==> config.mk <==
export PLATFORM = sky130hd
export DESIGN_NAME = toast_wb_unit
export DESIGN_NICKNAME = d
export VERILOG_FILES = /design/src/rtl/toast_pkg.sv /design/src/rtl/toast_wb_fifo.sv /design/src/rtl/toast_wb_unit.sv
export SDC_FILE = /design/constraint.sdc
export NUM_CORES = 1
export LEC_CHECK = 0
export ABC_CLOCK_PERIOD_IN_PS = 4940
export BUFFER_PORTS_ARGS = -buffer_cell sky130_fd_sc_hd__buf_4
export CAP_MARGIN = 20
export CORE_ASPECT_RATIO = 1.1
export CORE_MARGIN = 2
export CORE_UTILIZATION = 55
export CTS_BUF_LIST = sky130_fd_sc_hd__clkbuf_16
export DETAILED_ROUTE_END_ITERATION = 8
export GPL_TIMING_DRIVEN = 0
export PLACE_DENSITY_LB_ADDON = 0.12
export REMOVE_ABC_BUFFERS = 1
export SYNTH_ARGS = -nofsm -noshare
export SYNTH_HDL_FRONTEND = slang
export SYNTH_SLANG_ARGS = --single-unit
==> constraint.sdc <==
create_clock -name clk_i -period 4.94 [get_ports clk_i]
set_clock_uncertainty 0.05 [all_clocks]
set_input_delay 0.494 -clock clk_i [delete_from_list [all_inputs] [get_ports clk_i]]
set_output_delay 0.494 -clock clk_i [all_outputs]
set_load 0.01 [all_outputs]
==> src/rtl/toast_pkg.sv <==
// toast_pkg: shared load-type encodings and default widths for the Toast RV32I core.
package toast_pkg;
  localparam int TOAST_XLEN      = 32;
  localparam int TOAST_REGADDR_W = 5;
  localparam logic [2:0] FUNCT3_LB  = 3'b000;
  localparam logic [2:0] FUNCT3_LH  = 3'b001;
  localparam logic [2:0] FUNCT3_LW  = 3'b010;
  localparam logic [2:0] FUNCT3_LBU = 3'b100;
  localparam logic [2:0] FUNCT3_LHU = 3'b101;
endpackage

==> src/rtl/toast_wb_fifo.sv <==
// toast_wb_fifo: synchronous FIFO queuing AUX results for the writeback port.
module toast_wb_fifo
  import toast_pkg::*;
#(
  parameter int WIDTH = TOAST_REGADDR_W + TOAST_XLEN,
  parameter int DEPTH = 4
) (
  input  logic                     clk_i,
  input  logic                     rst_i,
  input  logic                     push_i,
  input  logic [WIDTH-1:0]         wdata_i,
  input  logic                     pop_i,
  output logic [WIDTH-1:0]         rdata_o,
  output logic                     full_o,
  output logic                     empty_o,
  output logic [$clog2(DEPTH):0]   count_o
);
  localparam int AW = $clog2(DEPTH);
  localparam int CW = AW + 1;
  logic [WIDTH-1:0] mem_q [DEPTH];
  logic [AW-1:0] wr_ptr_d, wr_ptr_q, rd_ptr_d, rd_ptr_q;
  logic [CW-1:0] count_d, count_q;
  logic do_push, do_pop;
  assign full_o  = count_q == CW'(DEPTH);
  assign empty_o = count_q == '0;
  assign count_o = count_q;
  assign rdata_o = mem_q[rd_ptr_q];
  // Pointers wrap naturally because DEPTH is a power of two.
  always_comb begin
    do_push  = push_i & !full_o;
    do_pop   = pop_i & !empty_o;
    wr_ptr_d = wr_ptr_q + AW'(do_push);
    rd_ptr_d = rd_ptr_q + AW'(do_pop);
    count_d  = count_q + CW'(do_push) - CW'(do_pop);
  end
  always_ff @(posedge clk_i or posedge rst_i) begin
    if (rst_i) begin
      wr_ptr_q <= '0;
      rd_ptr_q <= '0;
      count_q  <= '0;
    end else begin
      wr_ptr_q <= wr_ptr_d;
      rd_ptr_q <= rd_ptr_d;
      count_q  <= count_d;
    end
  end
  always_ff @(posedge clk_i) begin
    if (do_push) mem_q[wr_ptr_q] <= wdata_i;
  end
endmodule

==> src/rtl/toast_wb_unit.sv <==
// toast_wb_unit: formats MEM loads and merges queued AUX results onto the register-file write port.
module toast_wb_unit
  import toast_pkg::*;
#(
  parameter int XLEN      = TOAST_XLEN,
  parameter int REGADDR_W = TOAST_REGADDR_W,
  parameter int AUX_DEPTH = 4
) (
  input  logic                       clk_i,
  input  logic                       rst_i,
  input  logic                       MEM_valid_i,
  input  logic [REGADDR_W-1:0]       MEM_rd_addr_i,
  input  logic                       MEM_rd_wr_en_i,
  input  logic                       MEM_memtoreg_i,
  input  logic [XLEN-1:0]            MEM_alu_result_i,
  input  logic [XLEN-1:0]            MEM_dout_i,
  input  logic [2:0]                 MEM_funct3_i,
  input  logic [1:0]                 MEM_byte_off_i,
  input  logic                       AUX_valid_i,
  input  logic [REGADDR_W-1:0]       AUX_rd_addr_i,
  input  logic [XLEN-1:0]            AUX_data_i,
  output logic                       AUX_ready_o,
  output logic                       WB_stall_o,
  output logic [REGADDR_W-1:0]       WB_rd_addr_o,
  output logic [XLEN-1:0]            WB_rd_wr_data_o,
  output logic                       WB_rd_wr_en_o,
  output logic [$clog2(AUX_DEPTH):0] WB_aux_count_o
);
  localparam int EW = REGADDR_W + XLEN;
  logic mreq, push, pop, fifo_full, fifo_empty;
  logic [EW-1:0] head;
  logic [REGADDR_W-1:0] head_addr;
  logic [XLEN-1:0] head_data, load_val, mem_result;
  logic [7:0] lane_b;
  logic [15:0] lane_h;
  logic rd_wr_en_d, rd_wr_en_q;
  logic [REGADDR_W-1:0] rd_addr_d, rd_addr_q;
  logic [XLEN-1:0] rd_data_d, rd_data_q;
  toast_wb_fifo #(.WIDTH(EW), .DEPTH(AUX_DEPTH)) u_fifo (
    .clk_i   (clk_i),
    .rst_i   (rst_i),
    .push_i  (push),
    .wdata_i ({AUX_rd_addr_i, AUX_data_i}),
    .pop_i   (pop),
    .rdata_o (head),
    .full_o  (fifo_full),
    .empty_o (fifo_empty),
    .count_o (WB_aux_count_o)
  );
  assign head_addr = head[EW-1:XLEN];
  assign head_data = head[XLEN-1:0];
  // Halfword lane uses off[1] only; misaligned halfwords are trapped upstream.
  always_comb begin
    lane_b     = MEM_dout_i[{MEM_byte_off_i, 3'b000} +: 8];
    lane_h     = MEM_byte_off_i[1] ? MEM_dout_i[16 +: 16] : MEM_dout_i[0 +: 16];
    load_val   = MEM_funct3_i == FUNCT3_LB  ? {{(XLEN-8){lane_b[7]}}, lane_b} :
                 MEM_funct3_i == FUNCT3_LBU ? {{(XLEN-8){1'b0}}, lane_b} :
                 MEM_funct3_i == FUNCT3_LH  ? {{(XLEN-16){lane_h[15]}}, lane_h} :
                 MEM_funct3_i == FUNCT3_LHU ? {{(XLEN-16){1'b0}}, lane_h} :
                 MEM_dout_i;
    mem_result = MEM_memtoreg_i ? load_val : MEM_alu_result_i;
  end
  // A full FIFO steals the port from MEM; otherwise MEM wins and AUX fills idle slots.
  always_comb begin
    mreq       = MEM_valid_i & MEM_rd_wr_en_i & (MEM_rd_addr_i != '0);
    pop        = !fifo_empty & (fifo_full | !mreq);
    push       = AUX_valid_i & !fifo_full;
    rd_wr_en_d = pop ? (head_addr != '0) : mreq;
    rd_addr_d  = !rd_wr_en_d ? '0 : pop ? head_addr : MEM_rd_addr_i;
    rd_data_d  = !rd_wr_en_d ? '0 : pop ? head_data : mem_result;
  end
  assign AUX_ready_o = !fifo_full;
  assign WB_stall_o  = mreq & fifo_full;
  always_ff @(posedge clk_i or posedge rst_i) begin
    if (rst_i) begin
      rd_wr_en_q <= 1'b0;
      rd_addr_q  <= '0;
      rd_data_q  <= '0;
    end else begin
      rd_wr_en_q <= rd_wr_en_d;
      rd_addr_q  <= rd_addr_d;
      rd_data_q  <= rd_data_d;
    end
  end
  assign WB_rd_wr_en_o   = rd_wr_en_q;
  assign WB_rd_addr_o    = rd_addr_q;
  assign WB_rd_wr_data_o = rd_data_q;
endmodule

==> flow_metrics.env, run 1 <==
export IMPL_status="finished clean"
export IMPL_clk_pin_slew_ps=70
export IMPL_rsz0062_at_grt="false"
export IMPL_period_needed_ps=3070
export IMPL_cts_root_buf="clkbuf_16"
export IMPL_overflow=0
export IMPL_synthTopCellsByArea="edfxtp_1 55%, dfrtp_1 14%, mux4_2 11%, o2bb2ai_1 3.2%, o21ai_0 2.1%"
export IMPL_syn_to_final_growth_pct=25.3
export IMPL_io_pins=160
export IMPL_hp_class="in -> async"
export IMPL_clock_path_buffers=2
export IMPL_grt_max_degree=36
export IMPL_critPathArrivalTime_ps=3350
export IMPL_antenna_found_initial=0
export IMPL_r2r_end="WB_rd_wr_en_o$_DFF_PP0_"
export IMPL_grt_usage_pct=26.3
export IMPL_power_density_nw_per_um2=534
export IMPL_cp_buffers_inverters=1
export IMPL_synth_top_area_share_pct=54.9
export IMPL_yosysTopAreaCell="edfxtp_1"
export IMPL_dp_hpwl_um=13400
export IMPL_die_area_um2=15700
export IMPL_ys_warnings_count=0
export IMPL_netlist_area_um2=8100
export IMPL_fmax_mhz=325
export IMPL_ys_seq_area_share_pct=68.8
export IMPL_num_nets_final=759
export IMPL_coreArea_um2=14400
export IMPL_final_cell_mix="159 x buf_4, 148 x edfxtp_1, 43 x dfrtp_1"
export IMPL_cts_tree="yes"
export IMPL_numCtsBuffers=17
export IMPL_die_w_um=120
export IMPL_cts_num_sinks=193
export IMPL_hold_viol=0
export IMPL_worst_path_max_fanout=33
export IMPL_rows=46
export IMPL_dieHeight_um=131
export IMPL_finalWorstSetupSlack_ps=1870
export IMPL_gp_congestion=0.865
export IMPL_fin_crit_sh_pct=62.2
export IMPL_portBuffers=159
export IMPL_startpoint_type="flip-flop"
export IMPL_drtPass1Iterations=4
export IMPL_post_cts_resized=0
export IMPL_wl_per_cell_um=23.6
export IMPL_drive_gt1_share_pct=39.0
export IMPL_final_util_pct=70.5
export IMPL_first_iter_violations=380
export IMPL_grt_pass1_vias=5423
export IMPL_ys_dominant_reg_cell="edfxtp_1"
export IMPL_detail_route_vias_per_cell=6.14
export IMPL_critPathTopFamily="simple AND/OR/NAND/NOR gates"
export IMPL_drv_cap=0
export IMPL_holdWs_ps=39.3
export IMPL_slew_viol_final=0
export IMPL_crit_type="reg -> reg"
export IMPL_vdd_ir_drop_max_v=0.000322
export IMPL_cts_setup_buffers=0
export IMPL_syn_inst=480
export IMPL_htree_levels=4
export IMPL_yosysUniqueCellTypes=41
export IMPL_diodes=0
export IMPL_routed_wl_um=19900
export IMPL_crit_path_end_kind="flip-flop"
export IMPL_ctsHoldBuffers=0
export IMPL_slowest_stage="dfrtp_2"
export IMPL_slew_headroom_pct=28.8
export IMPL_r2r_worst_path_cells=5
export IMPL_cp_depth=5
export IMPL_layout_commonest_cell="buf_4"
export IMPL_vias=5177
export IMPL_p_leak_nw=3.79
export IMPL_ys_ff_latch=193
export IMPL_place_ws_ps=1750
export IMPL_ant_nets=0
export IMPL_synth_async_sr_flop_share_pct=23.3
export IMPL_critPathMaxStageDelay_ps=780
export IMPL_syn_mean_instance_area_um2=16.9
export IMPL_start_util_pct=56.3
export IMPL_grt_pass1_wl_um=30500
export IMPL_regToRegStartpoint="u_fifo.rd_ptr_q[0]$_DFF_PP0_"
export IMPL_setup_viol=0
export IMPL_worst_pin_slew_ps=1070
export IMPL_rrSetupSlack_ps=1870
export IMPL_synth_edff_count=148
export IMPL_insertion_delay_ps=430
export IMPL_path_cells="buf_12 > mux4_1 > or4_1 > o21a_4 > or2_1"
export IMPL_drc=0
export IMPL_critPathRequiredTime_ps=5210
[synth_stat cells, drive strengths merged, types with 2 or more instances]
library cell,n
a211oi,6
a21o,4
a21oi,12
a221oi,9
a22o,13
and3,2
buf,8
clkbuf,22
dfrtp,45
edfxtp,148
ha,3
inv,8
mux2,2
mux4,45
nand2,9
nand2b,3
nor2,39
nor2b,4
nor3,7
o21a,2
o21ai,34
o22ai,6
o2bb2ai,32
or4,2
xnor2,3
xor2,2
[worst register-to-register path, stage by stage, from the launching register on]
cell     delay, ps
dfrtp_2        780
buf_12         310
mux4_1         640
or4_1          540
o21a_4         370
or2_1          280
[through the flow]
stage	instance area [um2]	power [mW]	std cells	setup TNS [ps]
6_report	10100	5.41	843	0
5_1_grt	10100	5.65	843	0
4_1_cts	10100	5.46	843	0
3_5_place_dp	9610	4.22	811	0
3_3_place_gp	9390	4.09	801	-63490
2_1_floorplan	7950	3.40	450	0
[cell families after synthesis]
family	synth area share (%)
AOI/OAI and AO/OA	10.9
xor gates and xnor gates	0.541
adders and majority gates	0.711
buffers and inverters	2.19
DFF	68.8
muxes	13.0
and+or+nand+nor	3.88
[sequential cells by signal (all words and copies together), names as in the netlist]
| register | flops |
|---|---|
| WB_rd_wr_en_o | 1 |
| u_fifo.rd_ptr_q | 2 |
| u_fifo.wr_ptr_q | 2 |
| WB_rd_wr_data_o | 32 |
| WB_rd_addr_o | 5 |
| u_fifo.mem_q | 148 |
| u_fifo.count_o | 3 |
[worst max-delay path by stage]
stage / start / to / slack (ps)
after floorplan: u_fifo.count_o[1]$_DFF_PP0_ / u_fifo.mem_q[0][0]$_DFFE_PP_ / 730
after global placement: u_fifo.count_o[1]$_DFF_PP0_ / u_fifo.mem_q[0][17]$_DFFE_PP_ / -1720
after detailed placement: MEM_rd_addr_i[1] / u_fifo.count_o[2]$_DFF_PP0_ / 1750
after CTS: u_fifo.rd_ptr_q[0]$_DFF_PP0_ / WB_rd_wr_en_o$_DFF_PP0_ / 1820
after global routing: u_fifo.rd_ptr_q[0]$_DFF_PP0_ / WB_rd_wr_en_o$_DFF_PP0_ / 1710
final: u_fifo.rd_ptr_q[0]$_DFF_PP0_ / WB_rd_wr_en_o$_DFF_PP0_ / 1870
[power by group]
group          total, mW  switching (mW)  leakage (nW)  internal, mW
combinational       1.73           0.821          1.63         0.911
clock               1.25           0.604         0.260         0.649
sequential          2.43           0.217          1.89          2.21
total               5.41            1.64          3.79          3.77
[final cells by class]
cell class	instances	area, um2
Clock inverter	15	110
Sequential cell	193	5570
Tap cell	192	240
Multi-Input combinational cell	248	2380
Fill cell	975	4240
Timing Repair Buffer	169	1380
Inverter	9	33.8
Clock buffer	17	425
[routing by layer]
layer	share of wire [%]	up-vias	GRT usage, %
li1	-	2257	-
met1	38	2610	33.6
met2	51	261	43.3
met3	7.1	49	5.73
met4	3.5	0	12.3
met5	0	-	0
(Power assumes the default switching activity.)
==> run 2: changes to the inputs <==
--- a/config.mk
+++ b/config.mk
@@ -5,12 +5,13 @@
 export SDC_FILE = /design/constraint.sdc
 export NUM_CORES = 1
 export LEC_CHECK = 0
-export ABC_CLOCK_PERIOD_IN_PS = 4940
+export ABC_AREA = 1
+export ABC_CLOCK_PERIOD_IN_PS = 3200
 export BUFFER_PORTS_ARGS = -buffer_cell sky130_fd_sc_hd__buf_4
 export CAP_MARGIN = 20
 export CORE_ASPECT_RATIO = 1.1
 export CORE_MARGIN = 2
-export CORE_UTILIZATION = 55
+export CORE_UTILIZATION = 56
 export CTS_BUF_LIST = sky130_fd_sc_hd__clkbuf_16
 export DETAILED_ROUTE_END_ITERATION = 8
 export GPL_TIMING_DRIVEN = 0
==> constraint.sdc (replaced) <==
create_clock -name clk_i -period 3.2 [get_ports clk_i]
set_clock_uncertainty 0.05 [all_clocks]
set_input_delay 0.32 -clock clk_i [delete_from_list [all_inputs] [get_ports clk_i]]
set_output_delay 0.32 -clock clk_i [all_outputs]
set_load 0.01 [all_outputs]
==> run 2 against run 1 <==
  * Sequential power up 53%
  * Area after synthesis is 8.8% higher
  * Count of clock-buffer cells in the layout is the same
  * First-iteration DRC count up 66%
  * Non-clock buffer count is 12 higher
  * Fmax grew 9.8%
  * Critical endpoint is now WB_rd_wr_data_o[11]$_DFF_PP0_
  * Largest power group unchanged
  * Highest routed layer unchanged
==> flow_metrics.env, run 2 <==
export IMPL_hold_viol=0
export IMPL_setup_viol=0
export IMPL_drt_met1_wl_um=9000
export IMPL_grt_pass1_vias=6559
export IMPL_ys_seq_area_share_pct=63.2
export IMPL_final_util_pct=70.3
export IMPL_yosysUniqueCellTypes=30
export IMPL_yosysMostFrequentCell="nand2_1"
export IMPL_worst_pin_slew_ps=970
export IMPL_startpoint_type="flip-flop"
export IMPL_ant_nets=0
export IMPL_num_nets_final=1171
export IMPL_coreArea_um2=15600
export IMPL_r2r_worst_path_cells=11
export IMPL_place_ws_ps=-434
export IMPL_numCtsBuffers=17
export IMPL_drc=0
export IMPL_synth_common_cells="266 x nand2_1, 148 x edfxtp_1, 99 x nor2_1"
export IMPL_met2_length_um=11600
export IMPL_r2r_end="WB_rd_wr_data_o[11]$_DFF_PP0_"
export IMPL_start_util_pct=56.6
export IMPL_crit_path_end_kind="flip-flop"
export IMPL_synthTopCellsByArea="edfxtp_1 50%, dfrtp_1 13%, nand2_1 11%, nor2_1 4.2%, o21ai_0 4.1%"
export IMPL_slew_headroom_pct=35.3
export IMPL_drtPass1Iterations=7
export IMPL_detail_route_vias_per_cell=5.57
export IMPL_intPower_mw=6.10
export IMPL_cts_tree="yes"
export IMPL_vdd_ir_drop_max_v=0.000567
export IMPL_synth_async_sr_flop_share_pct=23.3
export IMPL_die_area_um2=16800
export IMPL_p_switching_mw=3.42
export IMPL_hp_start="AUX_data_i[24]"
export IMPL_portBuffers=159
export IMPL_rows=48
export IMPL_routed_wl_um=22800
export IMPL_min_to="u_fifo.mem_q[0][24]$_DFFE_PP_"
export IMPL_p_leak_nw=4.77
export IMPL_ys_dominant_reg_cell="edfxtp_1"
export IMPL_slew_viol_final=0
export IMPL_crit_type="reg -> reg"
export IMPL_fmax_mhz=357
export IMPL_io_pins=160
export IMPL_antenna_found_initial=0
export IMPL_netlist_area_um2=8810
export IMPL_clock_path_buffers=2
export IMPL_largest_reg_flops=148
export IMPL_clockPowerShare_pct=22.3
export IMPL_status="finished clean"
export IMPL_dp_hpwl_um=15400
export IMPL_synth_top_area_share_pct=50.5
export IMPL_ys_ff_latch=193
export IMPL_overflow=0
export IMPL_insertion_delay_ps=430
export IMPL_gp_congestion=0.870
export IMPL_grt_pass1_wl_um=34700
export IMPL_syn_to_final_growth_pct=24.1
export IMPL_diodes=0
export IMPL_vias=7030
export IMPL_switching_share_pct=36.0
export IMPL_wl_met3_um=1770
export IMPL_regToRegStartpoint="u_fifo.rd_ptr_q[0]$_DFF_PP0_"
export IMPL_hold_path_depth=1
export IMPL_cts_num_sinks=193
export IMPL_period_needed_ps=2800
export IMPL_layout_commonest_cell="nand2_1"
export IMPL_drive_gt1_share_pct=21.3
export IMPL_drv_cap=0
export IMPL_fin_crit_sh_pct=87.5
export IMPL_grt_usage_pct=28.2
export IMPL_worst_path_max_fanout=47
export IMPL_syn_mean_instance_area_um2=9.81
export IMPL_critPathArrivalTime_ps=3080
export IMPL_die_w_um=124
export IMPL_cts_root_buf="clkbuf_16"
export IMPL_htree_levels=4
export IMPL_critPathRequiredTime_ps=3480
export IMPL_finalWorstSetupSlack_ps=399
export IMPL_final_cell_mix="266 x nand2_1, 160 x buf_4, 148 x edfxtp_1"
export IMPL_hp_class="in -> reg"
export IMPL_grt_max_degree=66
export IMPL_yosysTopAreaCell="edfxtp_1"
export IMPL_power_share_sequential_pct=39.2
export IMPL_regMostFlops="u_fifo.mem_q"
export IMPL_rrSetupSlack_ps=400
export IMPL_syn_inst=898
export IMPL_power_density_nw_per_um2=871
export IMPL_rsz0062_at_grt="false"
export IMPL_wl_per_cell_um=18.1
export IMPL_synth_edff_count=148
export IMPL_first_iter_violations=631
export IMPL_clk_pin_slew_ps=70
export IMPL_top_layer="met4"
export IMPL_comb_power_share_pct=38.6
export IMPL_dieHeight_um=136
export IMPL_ys_warnings_count=0
## run 2: cell types whose count changed after synthesis, moves of 13 or more
cell,before,now
buf_2,1,19
mux4_2,41,0
o211ai_1,1,20
a32o_1,0,15
o21ai_0,34,73
a21oi_1,12,55
inv_1,8,54
nand2_1,9,266
a22o_1,13,0
nor2_1,39,99
nand3_1,0,41
o2bb2ai_1,30,0
## run 2: repair_timing
| action | 4_1_cts | 5_1_grt |
|---|---|---|
| setup buffers | 0 | 2 |
| hold endpoints to repair | 19 | 0 |
| gates cloned | 1 | 0 |
| resized for setup | 3 | 0 |
| hold buffers | 1 | 0 |
| setup endpoints to repair | 32 | 32 |
| pin swaps | 1 | 2 |
## run 2: metal layers
metal	vias to the layer above	track usage [%]
met5	-	0
met4	0	10.2
met3	34	5.01
met2	314	47.5
met1	3332	36.7
li1	3350	-
## run 2: layout make-up
cell class / instances / area, um2
well taps: 200 / 250
inverters: 59 / 224
clock inverters: 15 / 165
clock buffers: 17 / 425
repair buffers: 181 / 1500
flip-flops and latches: 193 / 5570
multi-input cells: 598 / 2800
fillers: 1203 / 4620
## run 2: kinds of logic (layout without fill, tap and decap cells)
logic type / after synthesis / count (layout) / synth area share [%]
buffers and inverters: 108 / 272 / 5.47
DFF: 193 / 193 / 63.2
AOI/OAI and AO/OA: 172 / 173 / 11.6
adders and majority gates: 4 / 4 / 0.653
and+or+nand+nor: 418 / 418 / 18.8
xor gates and xnor gates: 3 / 3 / 0.298
## run 2: critical path, cell delays in order, from the launching register on
cell,delay [ps]
dfrtp_4,700
inv_2,480
buf_12,290
nand2_1,80
nand3_1,80
nand2_1,80
nor2_1,100
nand3_1,270
nand2_1,150
nand2_1,220
nand2_1,140
inv_1,50
## run 2: stage by stage
step	TNS, ps	instances	hold slack, ps	power (mW)	area, um2
after global routing	0	1263	22.5	10.1	10900
after floorplan	-130230	849	369	5.83	8550
final	0	1263	29.9	9.52	10900
after global placement	-511830	1208	454	7.10	9990
after detailed placement	-10570	1227	343	7.32	10300
after CTS	0	1261	19.3	9.49	10900
## run 2: worst max path at each step
stage	from	cells after the start	endpoint	slack, ps
4_1_cts	u_fifo.rd_ptr_q[0]$_DFF_PP0_	10	WB_rd_wr_data_o[31]$_DFF_PP0_	40
6_report	u_fifo.rd_ptr_q[0]$_DFF_PP0_	11	WB_rd_wr_data_o[11]$_DFF_PP0_	400
3_3_place_gp	u_fifo.count_o[1]$_DFF_PP0_	6	u_fifo.mem_q[1][30]$_DFFE_PP_	-3060
2_1_floorplan	u_fifo.count_o[1]$_DFF_PP0_	6	u_fifo.mem_q[0][0]$_DFFE_PP_	-830
3_5_place_dp	u_fifo.rd_ptr_q[0]$_DFF_PP0_	10	WB_rd_wr_data_o[29]$_DFF_PP0_	-430
5_1_grt	u_fifo.rd_ptr_q[0]$_DFF_PP0_	12	WB_rd_wr_data_o[4]$_DFF_PP0_	130
## run 2: power groups by stage
stage | logic (mW) | registers (mW) | clock network [mW]
6_report | 3.67 | 3.73 | 2.12
5_1_grt | 4.11 | 3.78 | 2.25
4_1_cts | 3.62 | 3.73 | 2.14
3_5_place_dp | 3.55 | 3.77 | 0
2_1_floorplan | 1.95 | 3.87 | 0
3_3_place_gp | 3.23 | 3.87 | 0
==> run 3: changes to the inputs <==
--- a/config.mk
+++ b/config.mk
@@ -8,7 +8,7 @@
 export ABC_AREA = 1
 export ABC_CLOCK_PERIOD_IN_PS = 3200
 export BUFFER_PORTS_ARGS = -buffer_cell sky130_fd_sc_hd__buf_4
-export CAP_MARGIN = 20
+export CAP_MARGIN = 0
 export CORE_ASPECT_RATIO = 1.1
 export CORE_MARGIN = 2
 export CORE_UTILIZATION = 56
==> constraint.sdc (replaced) <==
create_clock -name clk_i -period 3.2 [get_ports clk_i]
set_clock_uncertainty 0.05 [all_clocks]
set_input_delay 0.32 -clock clk_i [delete_from_list [all_inputs] [get_ports clk_i]]
set_output_delay 0.32 -clock clk_i [all_outputs]
set_load 0.005 [all_outputs]
==> run 3 against run 2 <==
  * Combinational power decreased by 5.7%
  * First-iteration DRC count shrank 5.9%
  * Cell count fell by 0.24%
  * Non-clock buffer count down 3
  * Total power shrank 4.7%
  * Wire length up 0.29%
  * Critical endpoint is now WB_rd_wr_data_o[25]$_DFF_PP0_
  * Highest routed layer unchanged
==> flow_metrics.env, run 3 (synthesis gave the netlist of run 2 again) <==
export IMPL_status="finished clean"
export IMPL_regMostFlops="u_fifo.mem_q"
export IMPL_holdWs_ps=33.0
export IMPL_io_pins=160
export IMPL_clk_pin_slew_ps=70
export IMPL_fin_crit_sh_pct=91.3
export IMPL_regToRegStartpoint="u_fifo.rd_ptr_q[1]$_DFF_PP0_"
export IMPL_startpoint_type="flip-flop"
export IMPL_rrSetupSlack_ps=280
export IMPL_grt_pass1_vias=6538
export IMPL_portBuffers=159
export IMPL_period_needed_ps=2920
export IMPL_grt_max_degree=76
export IMPL_clockPowerShare_pct=20.6
export IMPL_detail_route_vias_per_cell=5.53
export IMPL_p_switching_mw=3.31
export IMPL_syn_to_final_growth_pct=22.6
export IMPL_final_area_um2=10800
export IMPL_num_nets_final=1168
export IMPL_drv_cap=0
export IMPL_power_share_sequential_pct=41.2
export IMPL_hold_viol=0
export IMPL_dieHeight_um=136
export IMPL_cts_num_sinks=193
export IMPL_critPathArrivalTime_ps=3160
export IMPL_final_cell_mix="266 x nand2_1, 160 x buf_4, 148 x edfxtp_1"
export IMPL_drtPass1Iterations=7
export IMPL_cts_tree="yes"
export IMPL_path_cells="inv_4 > nand3_1 > nand2_1 > nand2_1 > inv_1 > nand3_1 > a21boi_4 > nor2_1"
export IMPL_rsz0062_at_grt="false"
export IMPL_cp_depth=8
export IMPL_clock_path_buffers=2
export IMPL_htree_levels=4
export IMPL_r2r_worst_path_cells=8
export IMPL_crit_type="reg -> reg"
export IMPL_overflow=0
export IMPL_switching_share_pct=36.5
export IMPL_r2r_end="WB_rd_wr_data_o[25]$_DFF_PP0_"
export IMPL_rows=48
export IMPL_dp_hpwl_um=15300
export IMPL_cp_buffers_inverters=2
export IMPL_worst_path_max_fanout=63
export IMPL_largest_reg_flops=148
export IMPL_slew_viol_final=0
export IMPL_critPathMaxStageDelay_ps=690
export IMPL_intPower_mw=5.76
export IMPL_insertion_delay_ps=430
export IMPL_diodes=0
export IMPL_crit_path_end_kind="flip-flop"
export IMPL_hp_class="in -> reg"
export IMPL_placed_area_um2=10200
export IMPL_power_density_nw_per_um2=840
export IMPL_slew_headroom_pct=34.3
export IMPL_critPathTopFamily="simple AND/OR/NAND/NOR gates"
export IMPL_numCtsBuffers=17
export IMPL_setup_viol=0
export IMPL_ant_nets=0
export IMPL_hp_start="AUX_data_i[24]"
export IMPL_slowest_stage="a21boi_4"
export IMPL_stdcell_count=1260
export IMPL_grt_pass1_wl_um=34800
export IMPL_p_leak_nw=4.71
export IMPL_fillCellCount=1208
export IMPL_coreArea_um2=15600
export IMPL_min_to="u_fifo.mem_q[0][24]$_DFFE_PP_"
export IMPL_first_iter_violations=594
export IMPL_cts_root_buf="clkbuf_16"
export IMPL_drc=0
export IMPL_worst_pin_slew_ps=984
export IMPL_fmax_mhz=342
export IMPL_layout_commonest_cell="nand2_1"
export IMPL_gp_congestion=0.870
export IMPL_antenna_found_initial=0
export IMPL_routed_wl_um=22900
export IMPL_die_area_um2=16800
export IMPL_grt_usage_pct=28.5
export IMPL_drive_gt1_share_pct=21.0
export IMPL_comb_power_share_pct=38.2
export IMPL_numPlacedInstances=1226
export IMPL_start_util_pct=56.6
export IMPL_critPathRequiredTime_ps=3440
export IMPL_vias=6965
export IMPL_hold_path_depth=1
export IMPL_wl_per_cell_um=18.2
export IMPL_die_w_um=124
export IMPL_vdd_ir_drop_max_v=0.000570
==> run 3: cell types whose count changed in the layout (fill, tap and decap cells not counted), sizes merged <==
cell,before,now
clkinvlp,0,3
inv,63,66
bufinv,3,0
buf,180,177
clkinv,8,5
==> run 3: area by class of cell <==
type	instances	area (um2)	share of cell area, %
flip-flops and latches	193	5570	51.6
multi-input cells	598	2800	25.9
repair buffers	178	1440	13.3
clock buffers	17	425	3.94
well taps	200	250	2.32
inverters	59	229	2.12
clock inverters	15	86.3	0.799
==> run 3: worst max path at each step <==
stage          slack (ps)                          from                            end
6_report              280  u_fifo.rd_ptr_q[1]$_DFF_PP0_  WB_rd_wr_data_o[25]$_DFF_PP0_
4_1_cts               150  u_fifo.rd_ptr_q[0]$_DFF_PP0_  WB_rd_wr_data_o[29]$_DFF_PP0_
3_3_place_gp        -3060   u_fifo.count_o[1]$_DFF_PP0_  u_fifo.mem_q[1][30]$_DFFE_PP_
5_1_grt                50  u_fifo.rd_ptr_q[1]$_DFF_PP0_  WB_rd_wr_data_o[31]$_DFF_PP0_
3_5_place_dp         -570  u_fifo.rd_ptr_q[0]$_DFF_PP0_  WB_rd_wr_data_o[29]$_DFF_PP0_
2_1_floorplan        -740   u_fifo.count_o[1]$_DFF_PP0_   u_fifo.mem_q[0][0]$_DFFE_PP_
==> run 3: power by group through the flow <==
stage	Sequential (mW)	Clock [mW]	Combinational, mW
5_1_grt	3.79	1.99	3.90
3_3_place_gp	3.87	0	3.13
3_5_place_dp	3.77	0	3.43
2_1_floorplan	3.77	0	1.95
6_report	3.74	1.87	3.46
4_1_cts	3.73	1.89	3.48
==> run 3: stage by stage <==
| stage | setup TNS (ps) | util (%) | power, mW | setup WS (ps) |
|---|---|---|---|---|
| floorplan | -116580 | - | 5.73 | -737 |
| CTS | 0 | 69.4 | 9.10 | 149 |
| global route | 0 | 69.4 | 9.69 | 51.3 |
| detailed placement | -15340 | 65.9 | 7.20 | -573 |
| global placement | -511830 | 64.2 | 7.00 | -3060 |
| finish | 0 | 69.4 | 9.07 | 278 |
==> run 3: timing repair <==
action	CTS	global route
setup endpoints to repair	32	2
pin swaps	1	0
buffers inserted	0	0
gates cloned	1	0
hold endpoints to repair	19	0
hold buffers	1	0
resized for setup	4	1
==> run 3: layer usage <==
metal / vias to the layer above / track usage, % / wire length, um
met3: 31 / 6.31 / 1560
met5: - / 0 / 0
met1: 3319 / 36.7 / 9240
li1: 3337 / - / -
met4: 0 / 9.97 / 496
met2: 278 / 47.5 / 11600
